**src/rtl/z80_bus_pkg.sv**
```systemverilog
// Shared definitions for Z80 bus-side responders: FSM state encoding,
// strobe levels and default decode/vector values.
package z80_bus_pkg;

    // Responder transaction states; also exported on the debug port.
    typedef enum logic [1:0] {
        IDLE = 2'd0,
        REQ  = 2'd1,
        HOLD = 2'd2,
        INTA = 2'd3
    } bus_state_t;

    // Z80 strobes are active low.
    localparam logic STROBE_ON  = 1'b0;
    localparam logic STROBE_OFF = 1'b1;

    // Default decode window and IM2 vector.
    localparam logic [7:0] DEF_IO_BASE    = 8'h40;
    localparam logic [7:0] DEF_IO_MASK    = 8'hF0;
    localparam logic [7:0] DEF_IM2_VECTOR = 8'hE0;

    // Data returned to the CPU when a read is force-completed.
    localparam logic [7:0] TIMEOUT_RDATA = 8'hFF;

    // True when the port lies inside the BASE/MASK window.
    function automatic logic port_hit(input logic [7:0] port,
                                      input logic [7:0] base,
                                      input logic [7:0] mask);
        return (port & mask) == (base & mask);
    endfunction

endpackage

```
**src/rtl/z80_port_decode.sv**
```systemverilog
// Combinational I/O port decoder: window match plus backend offset.
module z80_port_decode
    import z80_bus_pkg::*;
#(
    parameter logic [7:0] BASE = DEF_IO_BASE,
    parameter logic [7:0] MASK = DEF_IO_MASK,
    parameter int         AW   = 4
) (
    input  logic [7:0]    i_port,
    output logic          o_match,
    output logic [AW-1:0] o_offset
);

    // Match against the window; the low AW bits select the backend register.
    always_comb begin
        o_match  = port_hit(i_port, BASE, MASK);
        o_offset = i_port[AW-1:0];
    end

endmodule

```
**src/rtl/z80_io_responder.sv**
```systemverilog
// Z80 I/O-space slave: turns IN/OUT cycles inside a port window into a
// req/ack backend handshake, stretches the CPU with wait_n until the
// backend answers (or a timeout forces completion), and serves an IM2
// vector during interrupt acknowledge.
//
// Backend handshake: bus_req is a level held high, with bus_we/bus_addr/
// bus_wdata stable, from the cycle after the CPU strobes until the backend
// returns a single-cycle bus_ack (bus_rdata valid in that same cycle), the
// timeout expires, the CPU abandons the cycle (iorq_n high) or reset. A
// request dropped without ack is abandoned; an ack arriving outside REQ is
// ignored.
module z80_io_responder
    import z80_bus_pkg::*;
#(
    parameter logic [7:0] BASE    = DEF_IO_BASE,
    parameter logic [7:0] MASK    = DEF_IO_MASK,
    parameter int         AW      = 4,
    parameter int         TIMEOUT = 16,
    parameter logic [7:0] VECTOR  = DEF_IM2_VECTOR
) (
    input  logic          clk,
    input  logic          reset,
    input  logic [15:0]   A,
    input  logic [7:0]    cpu_dout,
    output logic [7:0]    cpu_din,
    output logic          cpu_din_oe,
    input  logic          m1_n,
    input  logic          iorq_n,
    input  logic          rd_n,
    input  logic          wr_n,
    output logic          wait_n,
    output logic          int_n,
    input  logic          irq,
    output logic          bus_req,
    output logic          bus_we,
    output logic [AW-1:0] bus_addr,
    output logic [7:0]    bus_wdata,
    input  logic          bus_ack,
    input  logic [7:0]    bus_rdata,
    output logic          timeout_err,
    output bus_state_t    dbg_state
);

    localparam int CW = $clog2(TIMEOUT + 1);

    bus_state_t    r_state, w_state_nxt;
    logic [CW-1:0] r_cnt, w_cnt_nxt;
    logic          r_irq_pend, w_irq_pend_nxt;
    logic          r_irq_q;
    logic [7:0]    r_cpu_din, w_cpu_din_nxt;
    logic          r_cpu_din_oe, w_cpu_din_oe_nxt;
    logic          r_wait_n, w_wait_n_nxt;
    logic          r_int_n;
    logic          r_bus_req, w_bus_req_nxt;
    logic          r_bus_we, w_bus_we_nxt;
    logic [AW-1:0] r_bus_addr, w_bus_addr_nxt;
    logic [7:0]    r_bus_wdata, w_bus_wdata_nxt;
    logic          r_timeout_err, w_timeout_err_nxt;
    logic          w_irq_clr;

    logic          w_match;
    logic [AW-1:0] w_offset;
    logic          w_io_hit;
    logic          w_inta;
    logic          w_irq_rise;
    logic          w_timeout;
    logic          w_unused_addr_hi;

    // Only the low address byte selects an I/O port.
    assign w_unused_addr_hi = ^A[15:8];

    z80_port_decode #(
        .BASE (BASE),
        .MASK (MASK),
        .AW   (AW)
    ) u_decode (
        .i_port   (A[7:0]),
        .o_match  (w_match),
        .o_offset (w_offset)
    );

    // Strobe qualification; strobes are already registered on clk by the CPU.
    always_comb begin
        w_io_hit   = (iorq_n == STROBE_ON) && (m1_n == STROBE_OFF) && w_match &&
                     ((rd_n == STROBE_ON) || (wr_n == STROBE_ON));
        w_inta     = (iorq_n == STROBE_ON) && (m1_n == STROBE_ON);
        w_irq_rise = irq & ~r_irq_q;
        w_timeout  = (r_cnt == CW'(TIMEOUT - 1));
    end

    // Next-state and next-output logic for the transaction FSM.
    always_comb begin
        w_state_nxt       = r_state;
        w_cnt_nxt         = r_cnt;
        w_cpu_din_nxt     = r_cpu_din;
        w_cpu_din_oe_nxt  = r_cpu_din_oe;
        w_wait_n_nxt      = r_wait_n;
        w_bus_req_nxt     = r_bus_req;
        w_bus_we_nxt      = r_bus_we;
        w_bus_addr_nxt    = r_bus_addr;
        w_bus_wdata_nxt   = r_bus_wdata;
        w_timeout_err_nxt = 1'b0;
        w_irq_clr         = 1'b0;

        case (r_state)
            IDLE: begin
                if (w_inta) begin
                    w_state_nxt      = INTA;
                    w_cpu_din_nxt    = VECTOR;
                    w_cpu_din_oe_nxt = 1'b1;
                    w_irq_clr        = 1'b1;
                end else if (w_io_hit) begin
                    w_state_nxt     = REQ;
                    w_bus_req_nxt   = 1'b1;
                    w_bus_we_nxt    = (wr_n == STROBE_ON);
                    w_bus_addr_nxt  = w_offset;
                    w_bus_wdata_nxt = cpu_dout;
                    w_wait_n_nxt    = 1'b0;
                    w_cnt_nxt       = '0;
                end
            end
            REQ: begin
                if (iorq_n == STROBE_OFF) begin
                    // CPU abandoned the cycle: release everything, no data.
                    w_state_nxt   = IDLE;
                    w_bus_req_nxt = 1'b0;
                    w_wait_n_nxt  = 1'b1;
                end else if (bus_ack || w_timeout) begin
                    // Ack takes priority over a timeout in the same cycle.
                    w_state_nxt       = HOLD;
                    w_bus_req_nxt     = 1'b0;
                    w_wait_n_nxt      = 1'b1;
                    w_timeout_err_nxt = ~bus_ack;
                    if (!r_bus_we) begin
                        w_cpu_din_nxt    = bus_ack ? bus_rdata : TIMEOUT_RDATA;
                        w_cpu_din_oe_nxt = 1'b1;
                    end
                end else begin
                    w_cnt_nxt = r_cnt + 1'b1;
                end
            end
            HOLD, INTA: begin
                // Drive read data until the CPU ends its cycle.
                if (iorq_n == STROBE_OFF) begin
                    w_state_nxt      = IDLE;
                    w_cpu_din_oe_nxt = 1'b0;
                end
            end
            default: begin
                w_state_nxt = IDLE;
            end
        endcase

        // A new irq edge beats the acknowledge clear.
        if (w_irq_rise) begin
            w_irq_pend_nxt = 1'b1;
        end else if (w_irq_clr) begin
            w_irq_pend_nxt = 1'b0;
        end else begin
            w_irq_pend_nxt = r_irq_pend;
        end
    end

    // State, counter, IRQ latch and registered outputs.
    always_ff @(posedge clk) begin
        if (reset) begin
            r_state       <= IDLE;
            r_cnt         <= '0;
            r_irq_pend    <= 1'b0;
            r_irq_q       <= 1'b0;
            r_cpu_din     <= 8'h00;
            r_cpu_din_oe  <= 1'b0;
            r_wait_n      <= 1'b1;
            r_int_n       <= 1'b1;
            r_bus_req     <= 1'b0;
            r_bus_we      <= 1'b0;
            r_bus_addr    <= '0;
            r_bus_wdata   <= 8'h00;
            r_timeout_err <= 1'b0;
        end else begin
            r_state       <= w_state_nxt;
            r_cnt         <= w_cnt_nxt;
            r_irq_pend    <= w_irq_pend_nxt;
            r_irq_q       <= irq;
            r_cpu_din     <= w_cpu_din_nxt;
            r_cpu_din_oe  <= w_cpu_din_oe_nxt;
            r_wait_n      <= w_wait_n_nxt;
            r_int_n       <= ~w_irq_pend_nxt;
            r_bus_req     <= w_bus_req_nxt;
            r_bus_we      <= w_bus_we_nxt;
            r_bus_addr    <= w_bus_addr_nxt;
            r_bus_wdata   <= w_bus_wdata_nxt;
            r_timeout_err <= w_timeout_err_nxt;
        end
    end

    assign cpu_din     = r_cpu_din;
    assign cpu_din_oe  = r_cpu_din_oe;
    assign wait_n      = r_wait_n;
    assign int_n       = r_int_n;
    assign bus_req     = r_bus_req;
    assign bus_we      = r_bus_we;
    assign bus_addr    = r_bus_addr;
    assign bus_wdata   = r_bus_wdata;
    assign timeout_err = r_timeout_err;
    assign dbg_state   = r_state;

endmodule

```
**config.mk**
```make
export PLATFORM = sky130hd
export DESIGN_NAME = z80_io_responder
export DESIGN_NICKNAME = d
export VERILOG_FILES = /design/src/rtl/z80_bus_pkg.sv /design/src/rtl/z80_port_decode.sv /design/src/rtl/z80_io_responder.sv
export SDC_FILE = /design/constraint.sdc
export NUM_CORES = 1
export LEC_CHECK = 0
export CAP_MARGIN = 40
export CORE_MARGIN = 8
export CORE_UTILIZATION = 37
export DETAILED_ROUTE_END_ITERATION = 8
export PLACE_DENSITY = 0.75
export SLEW_MARGIN = 20
export SYNTH_ARGS = -nofsm -noshare
export SYNTH_HDL_FRONTEND = slang
export SYNTH_SLANG_ARGS = --single-unit
```
**constraint.sdc**
```tcl
create_clock -name clk -period 1.9 [get_ports clk]
set_clock_uncertainty 0.05 [all_clocks]
set_input_delay 0.19 -clock clk [delete_from_list [all_inputs] [get_ports clk]]
set_output_delay 0.19 -clock clk [all_outputs]
set_load 0.05 [all_outputs]
```
==> results.txt, run 1 <==
status: completed
vias in the first global route: 1,380
dpl ws: -2.27 ps
layout cells sized above 1: 17.3%
DP Wirelength: 2.91 mm
die width: 79.8 um
Worst Tran Pin Value: 525 ps
setup ws final: 50.9 ps
synthesized flop and latch total: 35
Seq. cell area: 703 um^2
clock root cell: clkbuf_8
port buffer count: 59
Final Util: 59.8%
CTS H-tree depth: 2
mapped cell area: 1510 um^2
largest net degree at the start of global routing: 32
Slowest-stage cell, CP: dfxtp_2
CTS Hold Bufs: 0
post-synthesis xor/xnor area fraction: 0%
Seq/Total Area, Yosys: 46.5%
RSZ-0062 raised after global routing: true
Yosys cell types: 38
initial cell density of the core: 38.0%
Min-Delay Endpoint: cpu_din_oe
Final Max Slew Viols: 0
Setup CP Type: register to register
Tot GR Track Use: 12.6%
Ports: 68
Vias per Instance: 4.86
Reg clk slew, reported paths: 70 ps
Top FF cell, synth: dfxtp_1
gpl congestion: 0.729
WL per Instance: 14.0 um
Diodes inserted: 0
CTS tree: done
residual DRC count: 0
ys async rst share: 0%
maximum clock path buffer count: 2
crit end category: register
reg-to-reg critical path startpoint: r_cnt[1]
via count: 1,340
critical-path cell list: ha_4, and3_4, ha_4, nor3_4, buf_6, mux2_4, nand2_2, a31oi_1
first-pass GRT wire length: 6.29 mm
Tmin final: 1850 ps
slew margin rel.: 64.9%
Final period util: 97.3%
Max Cap Viol: 0
Setup Viol. Count Final: 0
number of flops mapped to enable cells by yosys: 0
Worst EP required: 2020 ps
Post-DRT Antenna Nets: 0
FMAX: 541 MHz
Net Count, Synth: 193
top post-synthesis cells by area: dfxtp_1, mux2i_1, nor2_1
Setup TNS Final: 0 ps
core area: 3970 um^2
Post-Syn Instances: 151
most frequent cell after synthesis: dfxtp_1
initial drt markers: 41
drt first pass iters: 4
clk sink count: 35
# nets final: 267
GR Overflow Total: 0
reg2reg end: r_cnt[0]
Die Ht: 79.8 um
P_leak: 0.977 nW
Fin. Hold Viols: 0
die area: 6370 um^2
Synth Area in Compound Gates: 13.4%
Area Growth Syn to Fin: 57.6%
class of the worst hold path: register to register
cts bufs inserted: 5
Critical Path Start Type: register
R2R depth: 8
simple-gate area share of the yosys netlist: 24.8%
multi-input combinational cell area: 783 um^2
FP Rows: 23
WHS: 419 ps
CP Max Fanout: 3
total power: 1.55 mW
largest family of logic cells by synthesized area: simple AND/OR/NAND/NOR gates
worst vdd ir: 0.535 mV
CP dominant cell by count: ha_4
adder-cell share of the synthesized area: 1.66%
Crit path largest cell delay: 340 ps
Warnings, synthesis: 0
initial antenna violation count: 0
Filler cells: 343
min-delay src: cpu_din_oe
drt total wl: 3.87 mm
Post-synth top cells: dfxtp_1, nor2_1, mux2i_1
Worst Hold Depth: 2
R2R setup slack: 50 ps
Avg Cell Area, Syn: 9.98 um^2
area share of the largest cell type after synthesis: 46.5%
crit path DAT: 1970 ps
mux cell area share after synthesis: 9.38%
Pwr Density: 651 nW/um^2
Clock Latency Late Sink: 280 ps
Synth area leader: dfxtp_1
## cell families (layout without fill, tap and decap cells)
family / after synthesis / after routing
fa+ha+maj: 2 / 2
mux: 14 / 14
compound gates: 28 / 28
simple gates: 61 / 61
buf+inv: 11 / 86
flops: 35 / 35
## metal layers
metal / wire length [um] / part of all wire [%] / track usage (%)
met1: 1630 / 42 / 13.0
met2: 1750 / 45 / 19.1
met3: 447 / 12 / 8.56
met4: 49 / 1.3 / 6.00
met5: 0 / 0 / 0
## worst max-delay path by stage
stage                        start         end  slack [ps]  cells after the start
after detailed placement  r_cnt[0]  cpu_din[0]          -2                      7
after global routing      r_cnt[1]    r_cnt[3]          -8                      7
after CTS                 r_cnt[0]    r_cnt[2]          30                      7
after floorplan           r_cnt[0]    r_cnt[2]          60                      7
after global placement    r_cnt[0]  cpu_din[2]          30                      7
final                     r_cnt[1]    r_cnt[0]          50                      8
## cell usage in the layout, fill, tap and decap left out, types with 2 or more instances in the layout
master and instances:
a21oi_1 7, a22o_1 5, a31oi_1 2, buf_12 2, buf_4 15, clkbuf_1 2
clkbuf_8 5, clkdlybuf4s50_1 57, dfxtp_1 33, dfxtp_2 2, ha_4 2, inv_1 3
mux2i_1 13, nand2_1 6, nand2b_1 5, nand3_1 3, nand3b_1 3, nand4_1 2
nand4b_1 3, nor2_1 20, nor2b_1 2, nor3_1 3, o211ai_1 2, o21a_1 2
o41ai_1 2, or2b_1 5
## state kept, by name, summed over array words and instances (netlist names), 2 cells and up
signal / count
bus_addr: 4
bus_wdata: 8
cpu_din: 8
dbg_state: 2
r_cnt: 5
## per-stage QoR
| step | cell area (um^2) | std cells |
|---|---|---|
| after floorplan | 1510 | 151 |
| after CTS | 2310 | 273 |
| final | 2380 | 276 |
| after global routing | 2380 | 276 |
| after detailed placement | 2230 | 265 |
| after global placement | 2230 | 265 |
## timing repair
item                                   4_1_cts  5_1_grt
cloned                                       0        0
pin swaps                                    0        8
endpoints found under the hold margin        0        0
buffers inserted                             0        3
setup endpoints to repair                    5        4
gates resized for setup                      1       10
## power by group
part	leakage (nW)	total [mW]	internal, mW	switching, mW
Sequential	0.285	0.764	0.751	0.0125
Combinational	0.650	0.261	0.135	0.126
Clock	0.0422	0.523	0.257	0.265
Total	0.977	1.55	1.14	0.404
## critical path: cells and delay by family (launching register included)
kind,cells,cell delay [ps]
and+or+nand+nor,3,510
DFF,1,340
adders and majority gates,2,320
muxes,1,290
buffers and inverters,1,150
AOI/OAI and AO/OA,1,70
## cell type report
type	instances	share of cell area, %
multi-input combinational	105	33.0
sequential	35	29.6
timing repair buffer	75	30.9
inverter	3	0.474
clock inverter	1	0.211
tap	50	2.63
clock buffer	7	3.21
Power figures use the tool's default switching activity.
==> inputs of run 2 (changes only) <==
--- a/config.mk
+++ b/config.mk
@@ -6,10 +6,13 @@
 export NUM_CORES = 1
 export LEC_CHECK = 0
 export CAP_MARGIN = 40
+export CELL_PAD_IN_SITES_DETAIL_PLACEMENT = 1
+export CELL_PAD_IN_SITES_GLOBAL_PLACEMENT = 1
 export CORE_MARGIN = 8
-export CORE_UTILIZATION = 37
+export CORE_UTILIZATION = 27
+export CTS_CLUSTER_SIZE = 25
 export DETAILED_ROUTE_END_ITERATION = 8
-export PLACE_DENSITY = 0.75
+export PLACE_DENSITY_LB_ADDON = 0.1
 export SLEW_MARGIN = 20
 export SYNTH_ARGS = -nofsm -noshare
 export SYNTH_HDL_FRONTEND = slang
==> results.txt, run 2 (synthesized netlist as in run 1, its figures left out) <==
FMAX: 570 MHz
DP Wirelength: 3.62 mm
first-pass GRT wire length: 7.77 mm
residual DRC count: 0
dpl cells: 286
placed cell areas: 2250 um^2
setup ws final: 145 ps
Filler cells: 621
Area Growth Syn to Fin: 59.5%
GR Overflow Total: 0
# nets final: 266
dpl ws: -14.7 ps
crit path DAT: 1920 ps
slew margin rel.: 64.3%
initial cell density of the core: 27.7%
commonest non-fill, non-tap cell in the layout: clkdlybuf4s50_1
RSZ-0062 raised after global routing: false
Net Sw Frac: 25.2%
Worst Tran Pin Value: 535 ps
Ports: 68
CP Max Fanout: 4
status: completed
CTS tree: done
Gate power share: 16.0%
port buffer count: 59
via count: 1,383
Die Ht: 90.7 um
Vias per Instance: 4.66
Diodes inserted: 0
Final Max Slew Viols: 0
cts bufs inserted: 5
Tmin final: 1750 ps
total power: 1.62 mW
Clk pwr share: 36.8%
clock root cell: clkbuf_8
Reg clk slew, reported paths: 70 ps
crit end category: register
worst vdd ir: 0.336 mV
most frequent cells in the layout: clkdlybuf4s50_1, dfxtp_1, nor2_1
final std cells w/o fill: 297
Post-DRT Antenna Nets: 0
Tot GR Track Use: 11.7%
P_leak: 0.979 nW
Pwr Density: 675 nW/um^2
FP Rows: 27
sequential share of power: 47.2%
P_sw: 0.409 mW
initial drt markers: 48
Final period util: 92.4%
Worst EP required: 2060 ps
layout cells sized above 1: 16.9%
Internal Power: 1.21 mW
core area: 5440 um^2
Setup CP Type: register to register
Fin. Hold Viols: 0
Critical Path Start Type: register
largest net degree at the start of global routing: 21
final instance area: 2400 um^2
vias in the first global route: 1,535
WL per Instance: 15.7 um
drt first pass iters: 4
Max Cap Viol: 0
Setup Viol. Count Final: 0
maximum clock path buffer count: 2
Clock Latency Late Sink: 290 ps
initial antenna violation count: 0
CTS H-tree depth: 2
drt total wl: 4.67 mm
die area: 8230 um^2
gpl congestion: 0.714
class of the worst hold path: register to register
die width: 90.7 um
CTS Hold Bufs: 0
Setup TNS Final: 0 ps
clk sink count: 35
[run 2: cell types whose count changed in the layout (fill, tap and decap cells not counted)]
cell / change
nand2_1: +1
mux2_2: +1
buf_6: -1
clkbuf_8: +2
mux2_4: -1
nand2_2: -1
clkinv_2: -1
clkbuf_1: -1
[run 2: routing by layer]
metal | global-route usage, % | routed length (um) | vias up
li1 | - | - | 682
met1 | 12.3 | 1910 | 653
met2 | 20.2 | 2300 | 43
met3 | 4.90 | 382 | 5
met4 | 4.58 | 74 | 0
met5 | 0 | 0 | -
[run 2: layout make-up]
cell class / count / area, um^2 / share of cell area, %
repair buffers: 74 / 723 / 30.1
inverters: 3 / 11.3 / 0.468
multi-input cells: 105 / 777 / 32.3
clock buffers: 8 / 100 / 4.16
well taps: 72 / 90.1 / 3.75
flip-flops and latches: 35 / 703 / 29.2
[run 2: worst paths after layout]
kind | start | to | slack [ps] | depth (start not counted)
setup / recovery | r_cnt[0] | r_cnt[3] | 150 | 7
setup reg to reg | r_cnt[0] | r_cnt[3] | 150 | 7
hold reg to reg | cpu_din_oe | cpu_din_oe | 410 | 2
hold / removal | cpu_din_oe | cpu_din_oe | 410 | 2
[run 2: power by group through the flow]
stage | logic, mW | registers, mW | clock network (mW)
global route | 0.277 | 0.769 | 0.663
finish | 0.259 | 0.766 | 0.597
floorplan | 0.0755 | 0.828 | 0
detailed placement | 0.259 | 0.783 | 0
global placement | 0.253 | 0.782 | 0
CTS | 0.263 | 0.766 | 0.623
[run 2: repair_timing]
action / 4_1_cts / 5_1_grt
resized for setup: 5 / 3
setup endpoints to repair: 7 / 4
buffers inserted: 3 / 0
pin swaps: 2 / 4
endpoints found under the hold margin: 0 / 0
gates cloned: 0 / 0
[run 2: per-stage QoR]
stage               hold WS (ps)  utilization, %
global placement             401            41.3
detailed placement           404            41.3
global route                 444            44.2
finish                       407            44.2
CTS                          415            44.0
floorplan                    237               -
[run 2: worst max-delay path: stages (launching register included)]
cell,delay [ps]
dfxtp_2,340
ha_4,150
and3_4,180
ha_4,170
nor3_4,240
nand4_1,170
o31a_1,260
a31oi_1,120
==> inputs of run 3 (changes only) <==
==> constraint.sdc (replaced) <==
create_clock -name clk -period 1.55 [get_ports clk]
set_clock_uncertainty 0.05 [all_clocks]
set_input_delay 0.155 -clock clk [delete_from_list [all_inputs] [get_ports clk]]
set_output_delay 0.155 -clock clk [all_outputs]
set_load 0.05 [all_outputs]
==> results.txt, run 3 (synthesized netlist as in run 1, its figures left out) <==
status: complete, but fails checks
failing checks: setup timing
reg-to-reg critical path startpoint: r_cnt[0]
CTS H-tree depth: 2
placed cell areas: 2290 um^2
CP bufs+invs: 1
setup ws final: -247 ps
Tot GR Track Use: 12.0%
DP Wirelength: 3.85 mm
Setup CP Type: register to register
min-delay src: irq
Diodes inserted: 0
CTS Hold Bufs: 0
CP dominant cell by count: ha_4
FMAX: 556 MHz
Vias per Instance: 4.72
via count: 1,477
residual DRC count: 0
Max Cap Viol: 0
Die Ht: 90.7 um
Setup Viol. Count Final: 18
Crit path largest cell delay: 340 ps
RSZ-0062 raised after global routing: true
clock root cell: clkbuf_8
Critical Path Start Type: register
Pwr Density: 805 nW/um^2
Top Family by Delay on Critical Path: simple AND/OR/NAND/NOR gates
CTS tree: done
Area Growth Syn to Fin: 68.5%
most frequent cells in the layout: buf_4, dfxtp_1, clkdlybuf4s50_1
Final period util: 116%
clk sink count: 35
layout cells sized above 1: 36.1%
Filler cells: 631
class of the worst hold path: primary input to register
Final Max Slew Viols: 0
commonest non-fill, non-tap cell in the layout: buf_4
Worst Tran Pin Value: 328 ps
first-pass GRT wire length: 8.11 mm
slew margin rel.: 77.8%
P_leak: 1.13 nW
Seq. cell area: 704 um^2
Post-DRT Antenna Nets: 0
worst vdd ir: 0.351 mV
Tmin final: 1800 ps
CP Max Fanout: 4
Ports: 68
die area: 8230 um^2
vias in the first global route: 1,662
drt total wl: 5.13 mm
FP Rows: 27
dpl ws: -321 ps
Reg clk slew, reported paths: 70 ps
gpl congestion: 0.711
Worst EP required: 1720 ps
initial drt markers: 72
critical-path cell list: ha_4, and3_4, ha_4, nor3_4, buf_6, nand3b_4, or3_1, a21oi_1
GR Overflow Total: 0
crit end category: register
crit path launch: r_cnt[0]
die width: 90.7 um
Fin. Hold Viols: 0
maximum clock path buffer count: 2
initial antenna violation count: 0
largest net degree at the start of global routing: 18
Slowest-stage cell, CP: dfxtp_2
multi-input combinational cell area: 842 um^2
core area: 5440 um^2
cts bufs inserted: 5
drt first pass iters: 5
crit path DAT: 1970 ps
WL per Instance: 16.4 um
port buffer count: 59
final instance area: 2540 um^2
initial cell density of the core: 27.7%
Clock Latency Late Sink: 290 ps
# nets final: 282
==> run 3: cell types whose count changed in the layout (fill, tap and decap cells not counted), sizes merged <==
cell,delta
buf,+42
clkdlybuf4s50,-26
==> run 3: layer usage <==
layer | up-vias | global-route usage, % | share of wire, %
met4 | 0 | 3.88 | 1.3
li1 | 714 | - | -
met5 | - | 0 | 0
met3 | 7 | 4.90 | 6.6
met2 | 49 | 21.4 | 50
met1 | 707 | 12.5 | 42
==> run 3: where the power goes <==
group,total (mW),internal (mW),switching [mW]
clock network,0.737,0.406,0.331
registers,0.941,0.921,0.0195
logic,0.368,0.187,0.181
==> run 3: worst reg2reg max path, cell delays in order, from the launching register on <==
cell and delay, ps:
dfxtp_2 340, ha_4 160, and3_4 180, ha_4 170
nor3_4 180, buf_6 140, nand3b_4 90, or3_1 320
a21oi_1 120
==> run 3: worst paths after layout <==
| check | cells past startpoint | endpoint | slack (ps) |
|---|---|---|---|
| max | 8 | r_cnt[2] | -250 |
| max reg2reg | 8 | r_cnt[2] | -250 |
| min reg2reg | 1 | cpu_din[4] | 430 |
| min | 2 | r_irq_q | 410 |
==> run 3: timing repair <==
action / CTS / global route
buffers inserted: 6 / 3
pin swaps: 9 / 8
gates resized for setup: 5 / 14
setup endpoints to repair: 17 / 18
==> run 3: layout make-up <==
type                    count  area share [%]
clock buffers               8            3.94
inverters                   3           0.443
multi-input cells         105            33.1
flip-flops and latches     35            27.7
well taps                  72            3.55
repair buffers             90            31.2
==> run 3: through the flow <==
| step | util [%] | power [mW] | setup TNS [ps] | cells | hold slack [ps] |
|---|---|---|---|---|---|
| 2_1_floorplan | - | 1.11 | -1040 | 151 | 202 |
| 3_3_place_gp | 42.1 | 1.28 | -3170 | 297 | 414 |
| 3_5_place_dp | 42.1 | 1.29 | -4640 | 297 | 412 |
| 4_1_cts | 45.0 | 2.04 | -2670 | 310 | 403 |
| 5_1_grt | 46.7 | 2.14 | -4330 | 313 | 398 |
| 6_report | 46.7 | 2.05 | -3200 | 313 | 411 |
